<file path="src/rtl/decoder_in_capture.sv">
// decoder_in_capture
//   Input-capture stage for the decoder's code input. The asynchronous pad
//   bus goes through a two-flop synchroniser and then a debouncer. Each newly
//   settled code is pushed into a 2-entry FIFO, and the decoder drains that
//   FIFO over a valid/ready handshake.
//
// Parameters
//   WIDTH          code width (matches decoder io_in)
//   STABLE_CYCLES  equal synchronised samples needed after a change (1..15)
//
// Ports
//   clock       in   system clock, rising edge
//   reset       in   synchronous, active-high reset
//   io_in       in   raw asynchronous pad bus
//   code_out    out  FIFO head code (registered)
//   code_valid  out  FIFO non-empty (registered)
//   code_ready  in   decoder accepts head when high with code_valid
//   overflow    out  sticky: a settled code was dropped
//   drop_cnt    out  saturating dropped-code count (DECODER_IN_DROP_CNT_EN only)
//
// Optional feature macro: DECODER_IN_DROP_CNT_EN
module decoder_in_capture #(
  parameter int WIDTH         = 7,
  parameter int STABLE_CYCLES = 4
) (
  input  logic             clock,
  input  logic             reset,
  input  logic [WIDTH-1:0] io_in,
  output logic [WIDTH-1:0] code_out,
  output logic             code_valid,
  input  logic             code_ready,
  output logic             overflow
`ifdef DECODER_IN_DROP_CNT_EN
  ,
  output logic [7:0]       drop_cnt
`endif
);

  localparam logic [3:0] CNT_SAT   = 4'(STABLE_CYCLES);
  localparam logic [3:0] CNT_FIRE  = 4'(STABLE_CYCLES - 1);
  localparam logic [1:0] FIFO_FULL = 2'd2;

  logic [WIDTH-1:0] s1_r;
  logic [WIDTH-1:0] s2_r;
  logic [WIDTH-1:0] cand_r;
  logic [WIDTH-1:0] last_r;
  logic [3:0]       cnt_r;

  logic             settle_s;
  logic             pop_s;
  logic             push_ok_s;
  logic             drop_s;

  logic [WIDTH-1:0] mem_r [2];
  logic [WIDTH-1:0] mem_n [2];
  logic             wr_ptr_r;
  logic             wr_ptr_n;
  logic             rd_ptr_r;
  logic             rd_ptr_n;
  logic [1:0]       count_r;
  logic [1:0]       count_n;
  logic [WIDTH-1:0] code_out_n;
  logic             code_valid_n;

  // A settle event fires once per stable period, and only for a code that
  // differs from the last one emitted (so a reset-valued zero never emits first).
  assign settle_s  = (s2_r == cand_r) && (cnt_r == CNT_FIRE) && (cand_r != last_r);
  assign pop_s     = code_valid && code_ready;
  // A full FIFO still takes the push when the head leaves in the same cycle.
  assign push_ok_s = settle_s && ((count_r != FIFO_FULL) || pop_s);
  assign drop_s    = settle_s && !push_ok_s;

  // Two-flop synchroniser for the asynchronous pad bus.
  always_ff @(posedge clock) begin
    if (reset) begin
      s1_r <= {WIDTH{1'b0}};
      s2_r <= {WIDTH{1'b0}};
    end else begin
      s1_r <= io_in;
      s2_r <= s1_r;
    end
  end

  // Debouncer: track the candidate code and how long it has been stable.
  always_ff @(posedge clock) begin
    if (reset) begin
      cand_r <= {WIDTH{1'b0}};
      cnt_r  <= 4'd0;
      last_r <= {WIDTH{1'b0}};
    end else begin
      if (s2_r != cand_r) begin
        cand_r <= s2_r;
        cnt_r  <= 4'd0;
      end else if (cnt_r < CNT_SAT) begin
        cnt_r  <= cnt_r + 4'd1;
      end else begin
        cnt_r  <= cnt_r;
      end
      if (settle_s) begin
        last_r <= cand_r;
      end else begin
        last_r <= last_r;
      end
    end
  end

  // FIFO next state; the outputs are computed from the post-edge FIFO state so
  // they can be registered without an extra cycle of latency.
  always_comb begin
    mem_n    = mem_r;
    wr_ptr_n = wr_ptr_r;
    rd_ptr_n = rd_ptr_r;
    count_n  = count_r;
    if (push_ok_s) begin
      mem_n[wr_ptr_r] = cand_r;
      wr_ptr_n        = ~wr_ptr_r;
    end else begin
      wr_ptr_n        = wr_ptr_r;
    end
    if (pop_s) begin
      rd_ptr_n = ~rd_ptr_r;
    end else begin
      rd_ptr_n = rd_ptr_r;
    end
    case ({push_ok_s, pop_s})
      2'b10:   count_n = count_r + 2'd1;
      2'b01:   count_n = count_r - 2'd1;
      default: count_n = count_r;
    endcase
    code_valid_n = (count_n != 2'd0);
    if (code_valid_n) begin
      code_out_n = mem_n[rd_ptr_n];
    end else begin
      code_out_n = code_out;
    end
  end

  // FIFO storage, pointers and the registered handshake outputs.
  always_ff @(posedge clock) begin
    if (reset) begin
      mem_r[0]   <= {WIDTH{1'b0}};
      mem_r[1]   <= {WIDTH{1'b0}};
      wr_ptr_r   <= 1'b0;
      rd_ptr_r   <= 1'b0;
      count_r    <= 2'd0;
      code_out   <= {WIDTH{1'b0}};
      code_valid <= 1'b0;
      overflow   <= 1'b0;
    end else begin
      mem_r      <= mem_n;
      wr_ptr_r   <= wr_ptr_n;
      rd_ptr_r   <= rd_ptr_n;
      count_r    <= count_n;
      code_out   <= code_out_n;
      code_valid <= code_valid_n;
      overflow   <= overflow | drop_s;
    end
  end

`ifdef DECODER_IN_DROP_CNT_EN
  // Saturating count of settled codes dropped on a full FIFO.
  always_ff @(posedge clock) begin
    if (reset) begin
      drop_cnt <= 8'd0;
    end else if (drop_s && (drop_cnt != 8'hFF)) begin
      drop_cnt <= drop_cnt + 8'd1;
    end else begin
      drop_cnt <= drop_cnt;
    end
  end
`endif

endmodule

</file>
<file path="config.mk">
export PLATFORM = sky130hd
export DESIGN_NAME = decoder_in_capture
export DESIGN_NICKNAME = d
export VERILOG_FILES = /design/src/rtl/decoder_in_capture.sv
export SDC_FILE = /design/constraint.sdc
export NUM_CORES = 1
export LEC_CHECK = 0
export BUFFER_PORTS_ARGS = -buffer_cell sky130_fd_sc_hd__buf_4
export CORE_UTILIZATION = 45
export CTS_CLUSTER_SIZE = 28
export DETAILED_ROUTE_END_ITERATION = 10
export HOLD_SLACK_MARGIN = 0.08
export MAX_ROUTING_LAYER = met4
export PLACE_DENSITY = 0.61
export REMOVE_ABC_BUFFERS = 1
export SETUP_SLACK_MARGIN = 0.3
export SLEW_MARGIN = 40
export SYNTH_ARGS = -nofsm -noshare
export SYNTH_HDL_FRONTEND = slang
export SYNTH_SLANG_ARGS = --single-unit
</file>
<file path="constraint.sdc">
create_clock -name clock -period 3.85 [get_ports clock]
set_input_delay 0.1925 -clock clock [delete_from_list [all_inputs] [get_ports clock]]
set_output_delay 0.1925 -clock clock [all_outputs]
set_load 0.1 [all_outputs]
</file>
==> qor.csv, run 1 <==
metric,value,unit
dp_hpwl,2738,um
firstDrtPassIters,4,
via_count,1696,
fin_crit,3.321,ns
finalSetupTns,0,ns
p_leak,1.058,nW
layout-drive-gt1-share,0.2051,
ir_worst_vdd,347.8,uV
grt_max_degree,51,
final_cell_mix,"dfxtp_1, nand2_1, buf_4",
clockBufferDepth,2,
p_per_area,439.8,nW/um^2
clk_latency,0.34,ns
syn-instance-count,245,
max_cap_violations,0,
routedWlPerCell,12.19,um
ys_seq_area_frac,0.5000,
drc,0,
rsz0062_at_grt,no,
crit_slowest_cell,or4_4,
path_buf_inv,2,
ys.flop_type,dfxtp_1,
max_freq,301.1,MHz
syn-cell-area,2362,sq um
die_area,5544,sq um
crit_chain,xnor2_1 > nand2_1 > or4_4 > or3_1 > ha_4 > nor4bb_1 > nor4_2 > buf_4 > nor2b_1 > buf_4 > nand3_1 > o211ai_1,
finalHoldViolCount,0,
fp-row-count,26,
die_w,74.46,um
multi_input_area,1090,sq um
tightest_slew,0.5680,ns
antenna_cells,0,
relSlewSlack,0.6185,
grt_antenna_before_repair,0,
clock-root-buffer,clkbuf_8,
r2r_slack,0.53,ns
startpoint_type,flop,
dp_cells,321,
slowest_delay,0.54,ns
initial_utilization,0.4655,
die_h,74.46,um
skew,0.006216,ns
fin_nets,280,
outcome,"finished, final reports clean",
cts.clk_slew.worst_paths,0.07,ns
io_buffers,18,
post_cts_buffers,0,
cp_max_fo,7,
area_growth,18.96,%
grt_pass1_wl,7010,um
ys_async_sr_fraction,0,
cts.sinks,59,
ys_ff_latch,59,
core,5075,sq um
synth_top_area_share,0.5000,
crit_arrival,3.53,ns
num-fill-cells,501,
htree_levels,3,
ys_top_cells_by_area,"dfxtp_1, nor2b_1, nand2_1",
synth-edff-count,0,
grt.total_usage,0.1802,
fin_crit_sh,0.8627,
synth.largest_area_cell,dfxtp_1,
path_class,reg2reg,
critPathMostFrequentCell,buf_4,
synthDistinctLibCells,34,
worstRegToRegCells,12,
hp-class,in2reg,
finalWeightedCongestion,0.7340,
finalMaxSlewViolations,0,
avgSynthCellArea,9.642,sq um
drt-total-wl,4182,um
cts-buffers-inserted,9,
finalNonFillerCells,343,
cp-endpoint,code_out[0],
ant_nets,0,
tritoncts,yes,
cp_top_family,simple AND/OR/NAND/NOR gates,
final_common_cell,dfxtp_1,
r2r_end,code_out[0],
cp.required,4.06,ns
gr-total-overflow,0,
crit_cells,12,
critical_path.startpoint,cand_r[0],
drt_iter0_drc,69,
cp-end-kind,flop,
yosys_warnings,0,
regArea,1187,sq um
setup_viol,0,
grt_pass1_vias,1571,
io_pins,19,
r2r_start,cand_r[0],
viasPerCell,4.945,
[final cells by class]
class / instances / share of cell area
Sequential cell: 59 / 0.4225
Clock buffer: 10 / 0.04898
Clock inverter: 6 / 0.02271
Tap cell: 70 / 0.03117
Inverter: 1 / 0.001336
Multi-Input combinational cell: 167 / 0.3878
Timing Repair Buffer: 30 / 0.08549
[layer usage]
| layer | routed length [um] | up-vias | GRT usage |
|---|---|---|---|
| li1 | - | 874 | - |
| met2 | 1933 | 31 | 0.2743 |
| met3 | 194 | 9 | 0.08537 |
| met4 | 59 | 0 | 0.06918 |
| met1 | 1995 | 782 | 0.2045 |
| met5 | 0 | - | - |
[repair_timing]
action                     4_1_cts  5_1_grt
setup endpoints to repair        0        7
gates resized for setup          0        9
hold endpoints to repair         6        0
hold buffers                     6        0
[synthesized netlist by cell type (3+ instances only)]
cell type,count
o211ai_1,6
xnor2_1,13
a21oi_1,19
dfxtp_1,59
mux2i_1,7
nand2_1,33
nor4_2,3
nor2b_1,22
or3_1,3
buf_2,4
buf_6,5
nand3_1,10
nor2_1,17
or4_1,3
xor2_1,5
clkbuf_1,8
a22oi_1,6
[sequential cells by signal, indices dropped and copies added, names as in the netlist]
register and cells:
wr_ptr_r 1, s1_r 7, overflow 1, mem_r 14
count_r 2, s2_r 7, cand_r 7, code_valid 1
last_r 7, cnt_r 4, rd_ptr_r 1, code_out 7
[cells by family (layout without fill, tap and decap cells)]
kind of cell | Yosys count | after routing | synth area share
adder cells (fa/ha/maj) | 2 | 2 | 0.01059
AND/OR/NAND/NOR | 104 | 104 | 0.2421
AO/OA/AOI/OAI | 34 | 34 | 0.08686
buffers and inverters | 19 | 47 | 0.04820
XOR/XNOR | 19 | 19 | 0.07627
flip-flops | 59 | 59 | 0.5000
multiplexers | 8 | 8 | 0.03602
[stage by stage]
stage | cell area [sq um] | utilization | hold WS [ns] | setup WS (ns) | total power [mW]
after floorplan | 2252 | - | 0.2616 | 0.2370 | 0.6620
after global placement | 2520 | 0.4965 | 0.4028 | 0.4140 | 0.6847
after detailed placement | 2520 | 0.4965 | 0.4073 | 0.3671 | 0.6851
after CTS | 2781 | 0.5481 | 0.09635 | 0.3502 | 1.254
after global routing | 2810 | 0.5537 | 0.08864 | 0.3198 | 1.289
final | 2810 | 0.5537 | 0.09586 | 0.5287 | 1.236
[worst min-delay path by stage]
stage	start	end	cells past startpoint
floorplan	reset	count_r[1]	1
global placement	io_in[2]	s1_r[2]	2
detailed placement	io_in[5]	s1_r[5]	2
CTS	io_in[2]	s1_r[2]	2
global route	io_in[2]	s1_r[2]	2
finish	io_in[2]	s1_r[2]	2
[where the power goes]
group / switching [mW] / internal [mW] / total, mW / leakage, nW
Clock: 0.244 / 0.316 / 0.560 / 0.0987
Sequential: 0.00711 / 0.621 / 0.628 / 0.481
Combinational: 0.0235 / 0.0248 / 0.0483 / 0.478
Total: 0.275 / 0.961 / 1.24 / 1.06
Power figures use the tool's default switching activity.
==> inputs of run 2 (changes only) <==
--- a/config.mk
+++ b/config.mk
@@ -12,7 +12,6 @@
 export HOLD_SLACK_MARGIN = 0.08
 export MAX_ROUTING_LAYER = met4
 export PLACE_DENSITY = 0.61
-export REMOVE_ABC_BUFFERS = 1
 export SETUP_SLACK_MARGIN = 0.3
 export SLEW_MARGIN = 40
 export SYNTH_ARGS = -nofsm -noshare
==> constraint.sdc (replaced) <==
create_clock -name clock -period 3.4 [get_ports clock]
set_input_delay 0.17 -clock clock [delete_from_list [all_inputs] [get_ports clock]]
set_output_delay 0.17 -clock clock [all_outputs]
set_load 0.1 [all_outputs]
==> qor.csv, run 2 (synthesis results as in run 1) <==
metric,value,unit,change
initial_utilization,0.4655,,unchanged
path_class,reg2reg,,
via_count,1754,,+3.4%
htree_levels,3,,unchanged
clk_latency,0.33,ns,about the same
largest_reg_flops,14,,unchanged
startpoint_type,flop,,
clock-root-buffer,clkbuf_8,,
grt_pass1_wl,7562,um,+7.9%
tightest_slew,0.6253,ns,+0.05730 ns
crit_slowest_cell,or4_4,,
ir_worst_vdd,319.6,uV,-8.1%
fin_crit,3.000,ns,-0.3218 ns
layout-drive-gt1-share,0.3275,,+0.1223
path_buf_inv,1,,-1
area_growth,31.20,%,
grt_max_degree,51,,unchanged
final_cell_mix,"dfxtp_1, buf_4, nand2_1",,
cp_max_fo,6,,-1
viasPerCell,4.955,,+0.21%
place_area,2621,sq um,+4.0%
max_freq,333.4,MHz,+11%
setup_viol,0,,unchanged
top_register,mem_r,,
rsz0062_at_grt,no,,
fin_nets,293,,+4.6%
dp_hpwl,2887,um,+5.5%
cp.required,3.65,ns,-0.41 ns
finalWeightedCongestion,0.7673,,+4.5%
power.total,1.422,mW,+15%
die_area,5544,sq um,unchanged
fp-row-count,26,,unchanged
p_per_area,458.8,nW/um^2,+4.3%
drt_iter0_drc,91,,+32%
drc,0,,unchanged
finalHoldViolCount,0,,unchanged
fin_crit_sh,0.8822,,+0.01954
antenna_cells,0,,unchanged
finalMaxSlewViolations,0,,unchanged
firstDrtPassIters,4,,unchanged
hp-class,in2reg,,
gr-total-overflow,0,,unchanged
tritoncts,yes,,
grt.total_usage,0.1944,,+0.01417
relSlewSlack,0.5802,,-0.03835
num-fill-cells,456,,-9.0%
clockBufferDepth,2,,unchanged
max_cap_violations,0,,unchanged
slowest_delay,0.52,ns,-0.02 ns
cts.clk_slew.worst_paths,0.07,ns,about the same
finalSetupTns,0,ns,unchanged
p_leak,1.160,nW,+9.6%
fin_area,3099,sq um,+10%
final_common_cell,dfxtp_1,,
fin_util,0.6107,,+0.05695
io_pins,19,,unchanged
skew,0.009426,ns,+0.003211 ns
grt_antenna_before_repair,0,,unchanged
grt_pass1_vias,1618,,+3.0%
drt-total-wl,4628,um,+11%
cp-end-kind,flop,,
die_w,74.46,um,unchanged
crit_chain,ha_4 > nand2_2 > or4_4 > or3_4 > ha_4 > nor3b_4 > nor4_4 > nand2_2 > nor4_4 > buf_4 > a22oi_1 > o211ai_1,,
synth_fp_nets,257,,
io_buffers,18,,unchanged
cts-buffers-inserted,9,,unchanged
cts.sinks,59,,unchanged
cp_top_family,simple AND/OR/NAND/NOR gates,,
outcome,"finished, final reports clean",,
crit_arrival,3.25,ns,-0.28 ns
die_h,74.46,um,unchanged
core,5075,sq um,unchanged
routedWlPerCell,13.07,um,+7.2%
ant_nets,0,,unchanged
run 2: cell count changes in the layout (fill, tap and decap cells not counted), sizes merged:
cell,before,now
buf,24,36
clkbuf,10,12
clkinvlp,2,0
clkinv,2,1
dlygate4sd3,6,7
inv,2,1
run 2: worst paths after layout:
check / startpoint / to / slack, ns / cells past startpoint
worst max-delay path: cnt_r[0] / code_out[6] / 0.40 / 12
worst min-delay path: reset / wr_ptr_r / 0.31 / 2
worst max register to register: cnt_r[0] / code_out[6] / 0.40 / 12
worst min register to register: s1_r[5] / s2_r[5] / 0.43 / 1
run 2: final cells by class:
class,count,area [sq um],area share
tap,70,87.58,0.02826
timing repair buffer,43,344.1,0.1110
sequential,59,1209,0.3900
inverter,1,3.754,0.001211
clock inverter,2,35.03,0.01130
clock buffer,12,165.2,0.05329
multi-input combinational,167,1255,0.4049
run 2: repair_timing:
item / 4_1_cts / 5_1_grt
buffers inserted: 2 / 8
hold endpoints to repair: 7 / 0
setup endpoints to repair: 7 / 6
pin swaps: 5 / 16
gates resized for setup: 10 / 25
hold buffers: 7 / 0
run 2: metrics by stage:
stage	setup WS (ns)	instances	hold WS [ns]
detailed placement	0.1611	323	0.3857
floorplan	0.3209	245	0.2531
finish	0.4005	354	0.3059
global route	0.2765	354	0.3203
global placement	0.1659	323	0.3795
CTS	0.3325	346	0.2926
run 2: per-layer routing:
metal / share of wire / vias up / global-route usage
met5: 0 / - / -
met4: 0.0048 / 0 / 0.06918
met3: 0.032 / 2 / 0.07724
met2: 0.48 / 23 / 0.3013
met1: 0.48 / 833 / 0.2275
li1: - / 896 / -
run 2: worst reg2reg max path: stages, from the launching register on:
cell      delay, ns
dfxtp_2        0.37
ha_4           0.15
nand2_2        0.05
or4_4          0.52
or3_4          0.43
ha_4           0.26
nor3b_4        0.17
nor4_4         0.37
nand2_2        0.11
nor4_4         0.14
buf_4          0.20
a22oi_1        0.08
o211ai_1       0.08
run 2: power by group:
| part | switching, mW | total [mW] | internal [mW] |
|---|---|---|---|
| Clock | 0.253 | 0.642 | 0.389 |
| Sequential | 0.00802 | 0.709 | 0.701 |
| Combinational | 0.0333 | 0.0710 | 0.0377 |
